File: src/rtl/bram_copy_pkg.sv
// bram_copy_pkg: shared FSM encoding and width helper for bram_copy_engine.
package bram_copy_pkg;

    typedef enum logic [1:0] {
        IDLE,
        READ,
        DRAIN
    } state_e;

    // A length spans 0..2^addr_width inclusive, so it needs one bit more than an address.
    function automatic int length_width(input int addr_width);
        return addr_width + 1;
    endfunction

endpackage

File: src/rtl/bram_copy_engine.sv
// bram_copy_engine: copies (or, with BRAM_COPY_FILL_EN defined, fills) a block of words
// inside one dual-port BRAM. Reads on port 1, writes on port 2, one word per cycle.
// Ports: clock_i/reset_ni (async active-low); start_i, src_addr_i, dst_addr_i, length_i
// (and fill_i, fill_data_i when BRAM_COPY_FILL_EN is defined) request a transfer;
// busy_o/done_o report progress; readEnable_1_o/address_1_o/readData_1_i drive BRAM port 1;
// writeEnable_2_o/address_2_o/writeData_2_o drive BRAM port 2.
module bram_copy_engine
    import bram_copy_pkg::*;
#(
    parameter int DATA_WIDTH = 32,
    parameter int ADDR_WIDTH = 8,
    localparam int LENGTH_WIDTH = length_width(ADDR_WIDTH)
) (
    input  logic                    clock_i,
    input  logic                    reset_ni,
    input  logic                    start_i,
    input  logic [ADDR_WIDTH-1:0]   src_addr_i,
    input  logic [ADDR_WIDTH-1:0]   dst_addr_i,
    input  logic [LENGTH_WIDTH-1:0] length_i,
`ifdef BRAM_COPY_FILL_EN
    input  logic                    fill_i,
    input  logic [DATA_WIDTH-1:0]   fill_data_i,
`endif
    output logic                    busy_o,
    output logic                    done_o,
    output logic                    readEnable_1_o,
    output logic [ADDR_WIDTH-1:0]   address_1_o,
    input  logic [DATA_WIDTH-1:0]   readData_1_i,
    output logic                    writeEnable_2_o,
    output logic [ADDR_WIDTH-1:0]   address_2_o,
    output logic [DATA_WIDTH-1:0]   writeData_2_o
);

    localparam logic [LENGTH_WIDTH-1:0] ONE = LENGTH_WIDTH'(1);

    state_e                  state_q, state_d;
    logic [ADDR_WIDTH-1:0]   src_q, src_d, dst_q, dst_d;
    logic [LENGTH_WIDTH-1:0] len_q, len_d, rd_cnt_q, rd_cnt_d, wr_cnt_q, wr_cnt_d;
    logic                    fill_q, fill_d;
    logic [DATA_WIDTH-1:0]   fill_data_q, fill_data_d;
    logic                    busy_q, busy_d, done_q, done_d;
    logic                    re_q, re_d, we_q, we_d;
    logic [ADDR_WIDTH-1:0]   a1_q, a1_d, a2_q, a2_d;
    logic                    start_fill;
    logic [DATA_WIDTH-1:0]   start_fill_data;
    logic                    last_beat;

`ifdef BRAM_COPY_FILL_EN
    assign start_fill      = fill_i;
    assign start_fill_data = fill_data_i;
`else
    assign start_fill      = 1'b0;
    assign start_fill_data = '0;
`endif

    // Copy ends once the final read has issued; fill has no reads, so it ends on the
    // cycle that schedules the final write.
    assign last_beat = fill_q ? (wr_cnt_q + ONE == len_q) : (rd_cnt_q == len_q);

    always_comb begin
        state_d     = state_q;
        src_d       = src_q;
        dst_d       = dst_q;
        len_d       = len_q;
        rd_cnt_d    = rd_cnt_q;
        wr_cnt_d    = wr_cnt_q;
        fill_d      = fill_q;
        fill_data_d = fill_data_q;
        busy_d      = 1'b0;
        done_d      = 1'b0;
        re_d        = 1'b0;
        a1_d        = '0;
        we_d        = 1'b0;
        a2_d        = '0;
        case (state_q)
            IDLE: begin
                if (start_i && length_i == '0) begin
                    done_d = 1'b1;
                end else if (start_i) begin
                    src_d       = src_addr_i;
                    dst_d       = dst_addr_i;
                    len_d       = length_i;
                    fill_d      = start_fill;
                    fill_data_d = start_fill_data;
                    busy_d      = 1'b1;
                    rd_cnt_d    = start_fill ? '0 : ONE;
                    wr_cnt_d    = start_fill ? ONE : '0;
                    // Fill skips the read stage, so its first write is scheduled right away.
                    re_d        = !start_fill;
                    a1_d        = start_fill ? '0 : src_addr_i;
                    we_d        = start_fill;
                    a2_d        = start_fill ? dst_addr_i : '0;
                    done_d      = start_fill && length_i == ONE;
                    state_d     = (start_fill && length_i == ONE) ? DRAIN : READ;
                end
            end
            READ: begin
                busy_d   = 1'b1;
                we_d     = 1'b1;
                a2_d     = dst_q + wr_cnt_q[ADDR_WIDTH-1:0];
                wr_cnt_d = wr_cnt_q + ONE;
                done_d   = last_beat;
                state_d  = last_beat ? DRAIN : READ;
                if (!last_beat && !fill_q) begin
                    re_d     = 1'b1;
                    a1_d     = src_q + rd_cnt_q[ADDR_WIDTH-1:0];
                    rd_cnt_d = rd_cnt_q + ONE;
                end
            end
            default: state_d = IDLE;
        endcase
    end

    always_ff @(posedge clock_i or negedge reset_ni) begin
        if (!reset_ni) begin
            state_q     <= IDLE;
            src_q       <= '0;
            dst_q       <= '0;
            len_q       <= '0;
            rd_cnt_q    <= '0;
            wr_cnt_q    <= '0;
            fill_q      <= 1'b0;
            fill_data_q <= '0;
            busy_q      <= 1'b0;
            done_q      <= 1'b0;
            re_q        <= 1'b0;
            a1_q        <= '0;
            we_q        <= 1'b0;
            a2_q        <= '0;
        end else begin
            state_q     <= state_d;
            src_q       <= src_d;
            dst_q       <= dst_d;
            len_q       <= len_d;
            rd_cnt_q    <= rd_cnt_d;
            wr_cnt_q    <= wr_cnt_d;
            fill_q      <= fill_d;
            fill_data_q <= fill_data_d;
            busy_q      <= busy_d;
            done_q      <= done_d;
            re_q        <= re_d;
            a1_q        <= a1_d;
            we_q        <= we_d;
            a2_q        <= a2_d;
        end
    end

    assign busy_o          = busy_q;
    assign done_o          = done_q;
    assign readEnable_1_o  = re_q;
    assign address_1_o     = a1_q;
    assign writeEnable_2_o = we_q;
    assign address_2_o     = a2_q;
    // Port-1 read data flows straight to port 2; forced to zero when no write is issued.
    assign writeData_2_o   = !we_q ? '0 : fill_q ? fill_data_q : readData_1_i;

endmodule

File: config.mk
export PLATFORM = sky130hd
export DESIGN_NAME = bram_copy_engine
export DESIGN_NICKNAME = d
export VERILOG_FILES = /design/src/rtl/bram_copy_pkg.sv /design/src/rtl/bram_copy_engine.sv
export SDC_FILE = /design/constraint.sdc
export NUM_CORES = 1
export LEC_CHECK = 0
export CAP_MARGIN = 15
export CORE_ASPECT_RATIO = 1.1
export CORE_MARGIN = 2
export CORE_UTILIZATION = 45
export CTS_BUF_LIST = sky130_fd_sc_hd__clkbuf_8
export DETAILED_ROUTE_END_ITERATION = 12
export GPL_TIMING_DRIVEN = 0
export PLACE_DENSITY_LB_ADDON = 0.08
export SYNTH_ARGS = -nofsm -noshare
export SYNTH_HDL_FRONTEND = slang
export SYNTH_SLANG_ARGS = --single-unit
File: constraint.sdc
create_clock -name clock_i -period 3.1 [get_ports clock_i]
set_clock_uncertainty 0.05 [all_clocks]
set_input_delay 0.465 -clock clock_i [delete_from_list [all_inputs] [get_ports clock_i]]
set_output_delay 0.465 -clock clock_i [all_outputs]
set_load 0.03 [all_outputs]
==> out/qor.yml, run 1 <==
setup_path:
  cp_max_fo: 10
  critPathBufInv: 2
  cp-end-kind: "primary output"
  r2r-end: "address_1_o[6]"
  max_stage_delay_ps: 680
  cp_data_arrival_time_ps: 1880
  path_delay_family: "buffers and inverters"
  cp_num_cells: 3
  cp-startpoint: "writeEnable_2_o"
  reg2reg_from: "rd_cnt_q[0]"
  crit_slowest_cell: "clkdlybuf4s50_1"
  regToRegSetupSlack_ps: 1020
  setup.worst_path.end: "writeData_2_o[18]"
  cp-start-kind: "register"
  ff2ff_path_depth: 7
  cp_cell_sequence: "clkbuf_1 > and2_1 > clkdlybuf4s50_1"
  worstPathRequired_ps: 2580
  critPathKind: "reg -> out"
yosys:
  synth_cell_types: 46
  synth_adder_area_share: 0.0698
  ys.flop_type: "dfrtp_1"
  synth_top_family_by_area: "simple AND/OR/NAND/NOR gates"
  syn-num-nets: 442
  synthMuxAreaShare: 0.00291
  synth_edf_count: 0
  synthXorXnorAreaFrac: 0.0509
  synth.avg_cell_area_sq_um: 9.46
  netlist_instances: 364
  seq_area_frac_synth: 0.465
  synth_simple_gate_area_frac: 0.257
  synth_compound_area_frac: 0.122
  ys_ff_latch: 64
  syn_area_sq_um: 3440
  yosys_warnings: 0
  async_reset_ff_frac: 1.00
placement:
  dp.final_hpwl_microns: 6580
  dp_cells: 562
  gp_congestion: 0.828
  io_buffers: 111
  place_area_sq_um: 4660
route:
  firstDrtPassIters: 4
  drt-initial-drc-count: 121
  routed_via_density: 5.08
  routed_wl_microns: 8650
  post-route-drc-count: 0
  wire_per_inst_microns: 15.0
  vias: 2934
  antenna_left: 0
clocking:
  cts_root_buf: "clkbuf_8"
  numClockSinks: 64
  clk_pin_slew_ps: 80
  cts.htree.levels: 3
  cts_tree: "done"
  clk_path_buf_depth: 2
  cts_inserted_buffers: 9
  post_cts_resized: 0
  hold_buffers: 0
  cts_setup_buffers: 0
  clk_latency_ps: 340
flow_run:
  cap_viol_max_count: 0
final_layout:
  design_area_sq_um: 4830
  diodes: 0
  final_cell_count_no_fill: 578
  mostFrequentLayoutCells: "110 x clkdlybuf4s50_1, 82 x nand2_1, 64 x dfrtp_1"
  utilization: 0.650
  drive_gt1_frac: 0.0794
  syn_to_final_growth_pct: 40.4
  final_common_cell: "clkdlybuf4s50_1"
  n_fill_cell: 658
  nNetsFinal: 564
power_and_ir_drop:
  ir_drop_v: 0.000606
  power_density_nw_per_um2: 1050
  leakagePower_uw: 0.00216
timing:
  hold_ws_ps: 155
  drv_slew: 0
  fin_crit_sh: 0.773
  fin_crit_ps: 2400
  fmax_ghz: 0.417
  tightest_slew_ps: 801
  setup_violations: 0
  hold_viol_final: 0
  slew_headroom: 0.466
  rsz0062_at_grt: "no"
floorplanning:
  start_util: 0.463
  core_area_sq_um: 7430
  rows: 33
  die_area_sq_um: 8370
  io_pins: 112
  fp.dieW_microns: 87.4
  die_h_microns: 95.7
hold_path:
  hold_path_class: "in -> async"
global_routing:
  overflow: 0
  antenna_found_initial: 0
  grt_use_met3: 0.0343
  grtUsageTotal: 0.214
  gr-usage-met1: 0.264
  busiest_layer: "met2"
  grtUsageMet2: 0.365
  grt_pass1_vias: 2904
  grt_pass1_wl_microns: 13600
  grt_max_degree: 65
run_status:
  status: "completed"
worst register-to-register path, stage by stage (launching register included):
cell,delay [ps]
dfrtp_1,470
ha_1,260
fa_1,410
a21oi_1,190
o211ai_1,140
a21oi_1,190
xor2_1,170
o21ai_0,100
per-stage QoR:
step | setup WS, ps | power (uW) | setup TNS, ps
after floorplan | 1250 | 3490 | 0
after global placement | -559 | 4380 | -35520
after detailed placement | 605 | 4450 | 0
after CTS | 670 | 5100 | 0
after global routing | 573 | 5450 | 0
final | 704 | 5050 | 0
state kept, by name, indices dropped and copies added (netlist names):
signal	flops
rd_cnt_q	9
done_o	1
address_1_o	8
readEnable_1_o	1
address_2_o	8
busy_o	1
src_q	8
dst_q	8
writeEnable_2_o	1
len_q	9
state_q	2
wr_cnt_q	8
report_power, final:
group	internal, uW	switching, uW
logic	1280	1630
clock network	289	338
registers	1230	289
total	2790	2260
cell type report:
class | instances | area (sq um) | share of cell area
Sequential cell | 64 | 1600 | 0.331
Clock inverter | 7 | 50.0 | 0.0104
Tap cell | 87 | 109 | 0.0225
Multi-Input combinational cell | 274 | 1730 | 0.358
Buffer | 15 | 70.1 | 0.0145
Inverter | 11 | 41.3 | 0.00854
Clock buffer | 9 | 124 | 0.0256
Timing Repair Buffer | 111 | 1110 | 0.229
cells in the mapped netlist (2+ instances only):
cell / n / area, sq um
a21o_1: 5 / 37.5
a21o_2: 3 / 26.3
a21oi_1: 10 / 50.1
a22o_1: 3 / 26.3
and2_1: 35 / 219
and3_1: 2 / 12.5
buf_2: 5 / 25.0
clkbuf_1: 9 / 33.8
dfrtp_1: 64 / 1600
fa_1: 2 / 40.0
ha_1: 16 / 200
inv_1: 10 / 37.5
nand2_1: 82 / 308
nand2_2: 2 / 12.5
nand3_1: 13 / 65.1
nand4_1: 2 / 12.5
nand4b_1: 2 / 17.5
nor2_1: 14 / 52.6
nor3_1: 4 / 20.0
nor3b_1: 3 / 22.5
nor4_1: 2 / 12.5
o211ai_1: 4 / 30.0
o21ai_0: 18 / 90.1
o31ai_1: 10 / 75.1
or2_2: 2 / 12.5
or3_1: 3 / 18.8
or4b_2: 2 / 20.0
xnor2_1: 15 / 131
xor2_1: 5 / 43.8
logic make-up after synthesis:
group,count (synthesis)
compound gates,60
simple gates,175
buf+inv,26
flops,64
mux,1
xor+xnor,20
fa+ha+maj,18
worst min-delay path by stage:
stage                                end  slack [ps]  cells past startpoint
after floorplan           address_1_o[0]         120                      0
after global placement            done_o         410                      1
after detailed placement          done_o         410                      1
after CTS                 address_2_o[6]         170                      1
after global routing      address_2_o[6]         230                      1
final                     address_2_o[6]         150                      1
per-layer routing:
metal | routed length (microns) | vias up
met1 | 3690 | 1375
met3 | 321 | 14
met2 | 4500 | 67
met5 | 0 | -
met4 | 143 | 0
li1 | - | 1478
Power figures use the tool's default switching activity.
==> run 2, diff against run 1 <==
- CORE_UTILIZATION: 45 -> 43
- clock period: 3.1 -> 2 ns (I/O delays scaled with it)
==> out/qor.yml, run 2 (synthesis gave the netlist of run 1 again) <==
final_layout:
  top_regs: "len_q x9, rd_cnt_q x9"
  nNetsFinal: 569  # +0.89%
  final_common_cell: "nand2_1"
  n_fill_cell: 692  # +5.2%
  mostFrequentLayoutCells: "82 x nand2_1, 80 x clkdlybuf4s50_1, 61 x dfrtp_1"
  final_cell_count_no_fill: 604  # +4.5%
  drive_gt1_frac: 0.127  # +0.0476
  syn_to_final_growth_pct: 43.8
  utilization: 0.633  # -0.0178
  diodes: 0  # unchanged
power_and_ir_drop:
  power.switching_uw: 3520  # +56%
  power_density_nw_per_um2: 1640  # +57%
  leakagePower_uw: 0.00226  # +4.9%
  pwr-share-clk: 0.151  # +0.027
  ir_drop_v: 0.000684  # +13%
  p_int_uw: 4620  # +65%
  p_comb_frac: 0.558  # -0.018
  pwr-share-seq: 0.291  # -0.009
  total_power_uw: 8140  # +61%
  p_sw_frac: 0.433  # -0.0146
route:
  drt-initial-drc-count: 122  # +0.83%
  post-route-drc-count: 0  # unchanged
  firstDrtPassIters: 4  # unchanged
  wire_per_inst_microns: 14.3  # -4.5%
  routed_wl_microns: 8630  # -0.25%
  routed_via_density: 4.93  # -2.9%
  vias: 2977  # +1.5%
  antenna_left: 0  # unchanged
run_status:
  violations: "negative hold slack"
  status: "complete, but fails checks"
flow_run:
  cap_viol_max_count: 0  # unchanged
floorplanning:
  die_area_sq_um: 8740  # +4.4%
  io_pins: 112  # unchanged
  start_util: 0.440  # -0.0234
  rows: 34  # +3.0%
  core_area_sq_um: 7830  # +5.3%
  die_h_microns: 97.8  # +2.2%
  fp.dieW_microns: 89.3  # +2.2%
setup_path:
  cp_num_cells: 2  # -1
  cp-end-kind: "primary output"
  ff2ff_path_depth: 6  # -1
  critPathBufInv: 1  # -1
  critPathKind: "reg -> out"
  max_stage_delay_ps: 690  # about the same
  cp-start-kind: "register"
  setup.worst_path.end: "writeData_2_o[0]"
  cp_cell_sequence: "and2_1 > clkdlybuf4s50_1"
  crit_slowest_cell: "clkdlybuf4s50_1"
  worstPathRequired_ps: 1650  # -930 ps
  path_delay_family: "buffers and inverters"
  reg2reg_from: "rd_cnt_q[5]"
  cp-startpoint: "writeEnable_2_o"
  r2r-end: "rd_cnt_q[6]"
  regToRegSetupSlack_ps: 80  # -940 ps
  cp_max_fo: 6  # -4
  cp_data_arrival_time_ps: 1590  # -290 ps
clocking:
  hold_buffers: 0  # unchanged
  cts_tree: "done"
  clk_path_buf_depth: 2  # unchanged
  cts.htree.levels: 3  # unchanged
  clk_pin_slew_ps: 70  # about the same
  numClockSinks: 64  # unchanged
  cts_root_buf: "clkbuf_8"
  clk_latency_ps: 340  # about the same
  cts_inserted_buffers: 9  # unchanged
placement:
  io_buffers: 111  # unchanged
  gp_congestion: 0.804  # -2.8%
  dp.final_hpwl_microns: 6470  # -1.6%
  dp_cells: 583  # +3.7%
global_routing:
  grt_pass1_wl_microns: 13900  # +1.6%
  grtUsageTotal: 0.206  # -0.00752
  grt_pass1_vias: 2864  # -1.4%
  grt_max_degree: 65  # unchanged
  antenna_found_initial: 0  # unchanged
  overflow: 0  # unchanged
timing:
  fmax_ghz: 0.515
  setup_violations: 0  # unchanged
  tightest_slew_ps: 785  # -16.0 ps
  drv_slew: 0  # unchanged
  slew_headroom: 0.477  # +0.0107
  hold_ws_ps: -0.535  # -155 ps
  fin_crit_ps: 1940
  fin_crit_sh: 0.970
  hold_viol_final: 1  # +1
  final.setup.tns_ps: 0  # unchanged
hold_path:
  hold_path_class: "in -> async"
run 2: cell types whose count changed in the layout (fill, tap and decap cells not counted), sizes merged:
cell,delta
dlygate4sd2,+28
bufinv,+2
buf,+4
clkbuf,+4
clkdlybuf4s50,-30
inv,-1
clkinv,-1
clkinvlp,-1
run 2: how the worst min path moves through the flow:
stage,start,cells after the start,to
2_1_floorplan,reset_ni,0,address_1_o[0]
3_3_place_gp,state_q[1],1,done_o
3_5_place_dp,reset_ni,1,address_2_o[3]
4_1_cts,reset_ni,1,address_2_o[3]
5_1_grt,reset_ni,1,address_2_o[3]
6_report,reset_ni,1,address_2_o[4]
run 2: area by class of cell:
class                           instances  area [sq um]  share of cell area
Clock inverter                          6          82.6              0.0167
Inverter                               11          46.3             0.00935
Clock buffer                           10           138              0.0278
Tap cell                              108           135              0.0273
Timing Repair Buffer                  116          1100               0.222
Sequential cell                        64          1610               0.324
Multi-Input combinational cell        274          1760               0.356
Buffer                                 15          80.1              0.0162
run 2: power by group through the flow:
| stage | Clock, uW | Combinational, uW | Sequential (uW) |
|---|---|---|---|
| 2_1_floorplan | 0 | 2770 | 2650 |
| 3_3_place_gp | 0 | 4430 | 2360 |
| 3_5_place_dp | 0 | 4540 | 2370 |
| 4_1_cts | 1260 | 4460 | 2350 |
| 5_1_grt | 1330 | 5010 | 2450 |
| 6_report | 1230 | 4540 | 2370 |
run 2: repair_timing:
action                                  CTS  global route
setup buffers                             1             4
pin swaps                                 1             4
resized for setup                        33            26
gates cloned                              0             0
endpoints found under the setup margin   33            56
run 2: through the flow:
stage / worst slack (ps) / cell area (sq um)
finish: 59.6 / 4950
global route: -13.7 / 4950
CTS: 3.70 / 4880
detailed placement: -212 / 4690
global placement: -1520 / 4690
floorplan: 146 / 3440
run 2: worst reg2reg max path: stages, from the launching register on:
cell     delay [ps]
dfrtp_1         470
xnor2_1         280
nand4_4         190
o31ai_4         380
buf_4           190
o31ai_1          70
a21o_2          200
run 2: layer usage:
metal / vias up / GRT usage / routed length (microns)
met5: - / 0 / 0
met1: 1398 / 0.255 / 3750
met2: 88 / 0.354 / 4320
met4: 0 / 0.0781 / 125
li1: 1478 / - / -
met3: 13 / 0.0355 / 427
==> run 3, diff against run 2 <==
- SKIP_LAST_GASP: not set -> 1
==> out/qor.yml, run 3 (synthesis gave the netlist of run 1 again) <==
run_status:
  status: "complete, but fails checks"
  violations: "negative hold slack"
timing:
  setup_violations: 0  # unchanged
  hold_ws_ps: -7.84  # -7.30 ps
  slew_headroom: 0.477  # about the same
  fin_crit_ps: 1950  # +10.7 ps
  drv_slew: 0  # unchanged
  tightest_slew_ps: 785  # +0.240 ps
  hold_viol_final: 11  # +10
  fin_crit_sh: 0.976  # +0.00533
  rsz0062_at_grt: "yes"
  fmax_ghz: 0.513  # -0.55%
floorplanning:
  fp.dieW_microns: 89.3  # unchanged
  die_h_microns: 97.8  # unchanged
  core_area_sq_um: 7830  # unchanged
  io_pins: 112  # unchanged
  die_area_sq_um: 8740  # unchanged
  start_util: 0.440  # unchanged
  rows: 34  # unchanged
setup_path:
  worstPathRequired_ps: 2180  # +530 ps
  cp-startpoint: "rd_cnt_q[2]"
  setup.worst_path.end: "rd_cnt_q[6]"
  ff2ff_path_depth: 6  # unchanged
  cp-end-kind: "register"
  r2r-end: "rd_cnt_q[6]"
  cp-start-kind: "register"
  critPathKind: "reg -> reg"
  reg2reg_from: "rd_cnt_q[2]"
  cp_max_fo: 8  # +2
  regToRegSetupSlack_ps: 50  # -30 ps
  cp_data_arrival_time_ps: 2130  # +540 ps
placement:
  io_buffers: 111  # unchanged
  place_area_sq_um: 4690  # unchanged
  dp.final_hpwl_microns: 6470  # unchanged
  gp_congestion: 0.804  # unchanged
global_routing:
  antenna_found_initial: 0  # unchanged
  grt_pass1_vias: 2864  # unchanged
  grt_max_degree: 65  # unchanged
  overflow: 0  # unchanged
  grtUsageTotal: 0.206  # unchanged
  grt_pass1_wl_microns: 13900  # unchanged
clocking:
  numClockSinks: 64  # unchanged
  cts_tree: "done"
  clk_path_buf_depth: 2  # unchanged
  cts_root_buf: "clkbuf_8"
  cts.htree.levels: 3  # unchanged
  clk_latency_ps: 340  # about the same
  clk_pin_slew_ps: 70  # about the same
  cts_inserted_buffers: 9  # unchanged
  hold_buffers: 0  # unchanged
route:
  post-route-drc-count: 0  # unchanged
  routed_wl_microns: 8600  # -0.30%
  vias: 2973  # -0.13%
  drt-initial-drc-count: 143  # +17%
  routed_via_density: 4.92  # -0.13%
  antenna_left: 0  # unchanged
  firstDrtPassIters: 4  # unchanged
  wire_per_inst_microns: 14.2  # -0.30%
power_and_ir_drop:
  total_power_uw: 8130  # -0.20%
  ir_drop_v: 0.000684  # about the same
  leakagePower_uw: 0.00226  # -0.17%
  power_density_nw_per_um2: 1640  # about the same
hold_path:
  hold_path_class: "in -> async"
final_layout:
  design_area_sq_um: 4940  # -0.18%
  n_fill_cell: 690  # -0.29%
  drive_gt1_frac: 0.123  # -0.00403
  syn_to_final_growth_pct: 43.6
  mostFrequentLayoutCells: "82 x nand2_1, 80 x clkdlybuf4s50_1, 62 x dfrtp_1"
  utilization: 0.631  # -0.00112
  top_regs: "len_q x9, rd_cnt_q x9"
  diodes: 0  # unchanged
  final_common_cell: "nand2_1"
  nNetsFinal: 569  # unchanged
flow_run:
  cap_viol_max_count: 0  # unchanged
-- run 3: worst max-delay path: stages (launching register included) --
cell and delay, ps:
dfrtp_1 490, xnor2_1 280, nand4_4 180, o31ai_4 380
buf_4 190, o31ai_1 70, a21o_2 200
-- run 3: repair_timing --
action | 4_1_cts | 5_1_grt
pin swaps | 1 | 4
resized for setup | 33 | 24
setup buffers | 1 | 4
endpoints found under the setup margin | 33 | 56
hold endpoints to repair | 0 | 0
-- run 3: per-stage QoR --
step	std cells	worst slack, ps	setup TNS (ps)
final	604	49.0	0
after global routing	604	-19.9	-61.0
after CTS	600	3.70	0
after detailed placement	583	-212	-5370
after global placement	583	-1520	-101930
after floorplan	364	146	0
-- run 3: layer usage --
| metal | global-route usage | up-vias | share of wire |
|---|---|---|---|
| met1 | 0.255 | 1387 | 0.43 |
| met2 | 0.354 | 95 | 0.50 |
| met4 | 0.0781 | 0 | 0.016 |
| li1 | - | 1477 | - |
| met5 | 0 | - | 0 |
| met3 | 0.0355 | 14 | 0.055 |
-- run 3: final cells by class --
type,instances,area [sq um],area share
clock inverter,6,82.6,0.0167
sequential,64,1600,0.325
buffer,15,80.1,0.0162
inverter,11,46.3,0.00937
clock buffer,10,138,0.0278
tap,108,135,0.0273
multi-input combinational,274,1760,0.355
timing repair buffer,116,1100,0.223
-- run 3: worst min path at each step --
stage          startpoint        endpoint  slack (ps)
2_1_floorplan    reset_ni  address_1_o[0]         -50
3_3_place_gp   state_q[1]          done_o         410
3_5_place_dp     reset_ni  address_2_o[3]         390
4_1_cts          reset_ni  address_2_o[3]          20
5_1_grt          reset_ni  address_2_o[3]          50
6_report         reset_ni  address_2_o[4]          -8
-- run 3: report_power, final --
part / internal, uW / leakage [uW] / switching, uW
registers: 1900 / 0.000785 / 459
clock network: 729 / 0.000112 / 505
logic: 1970 / 0.00136 / 2560
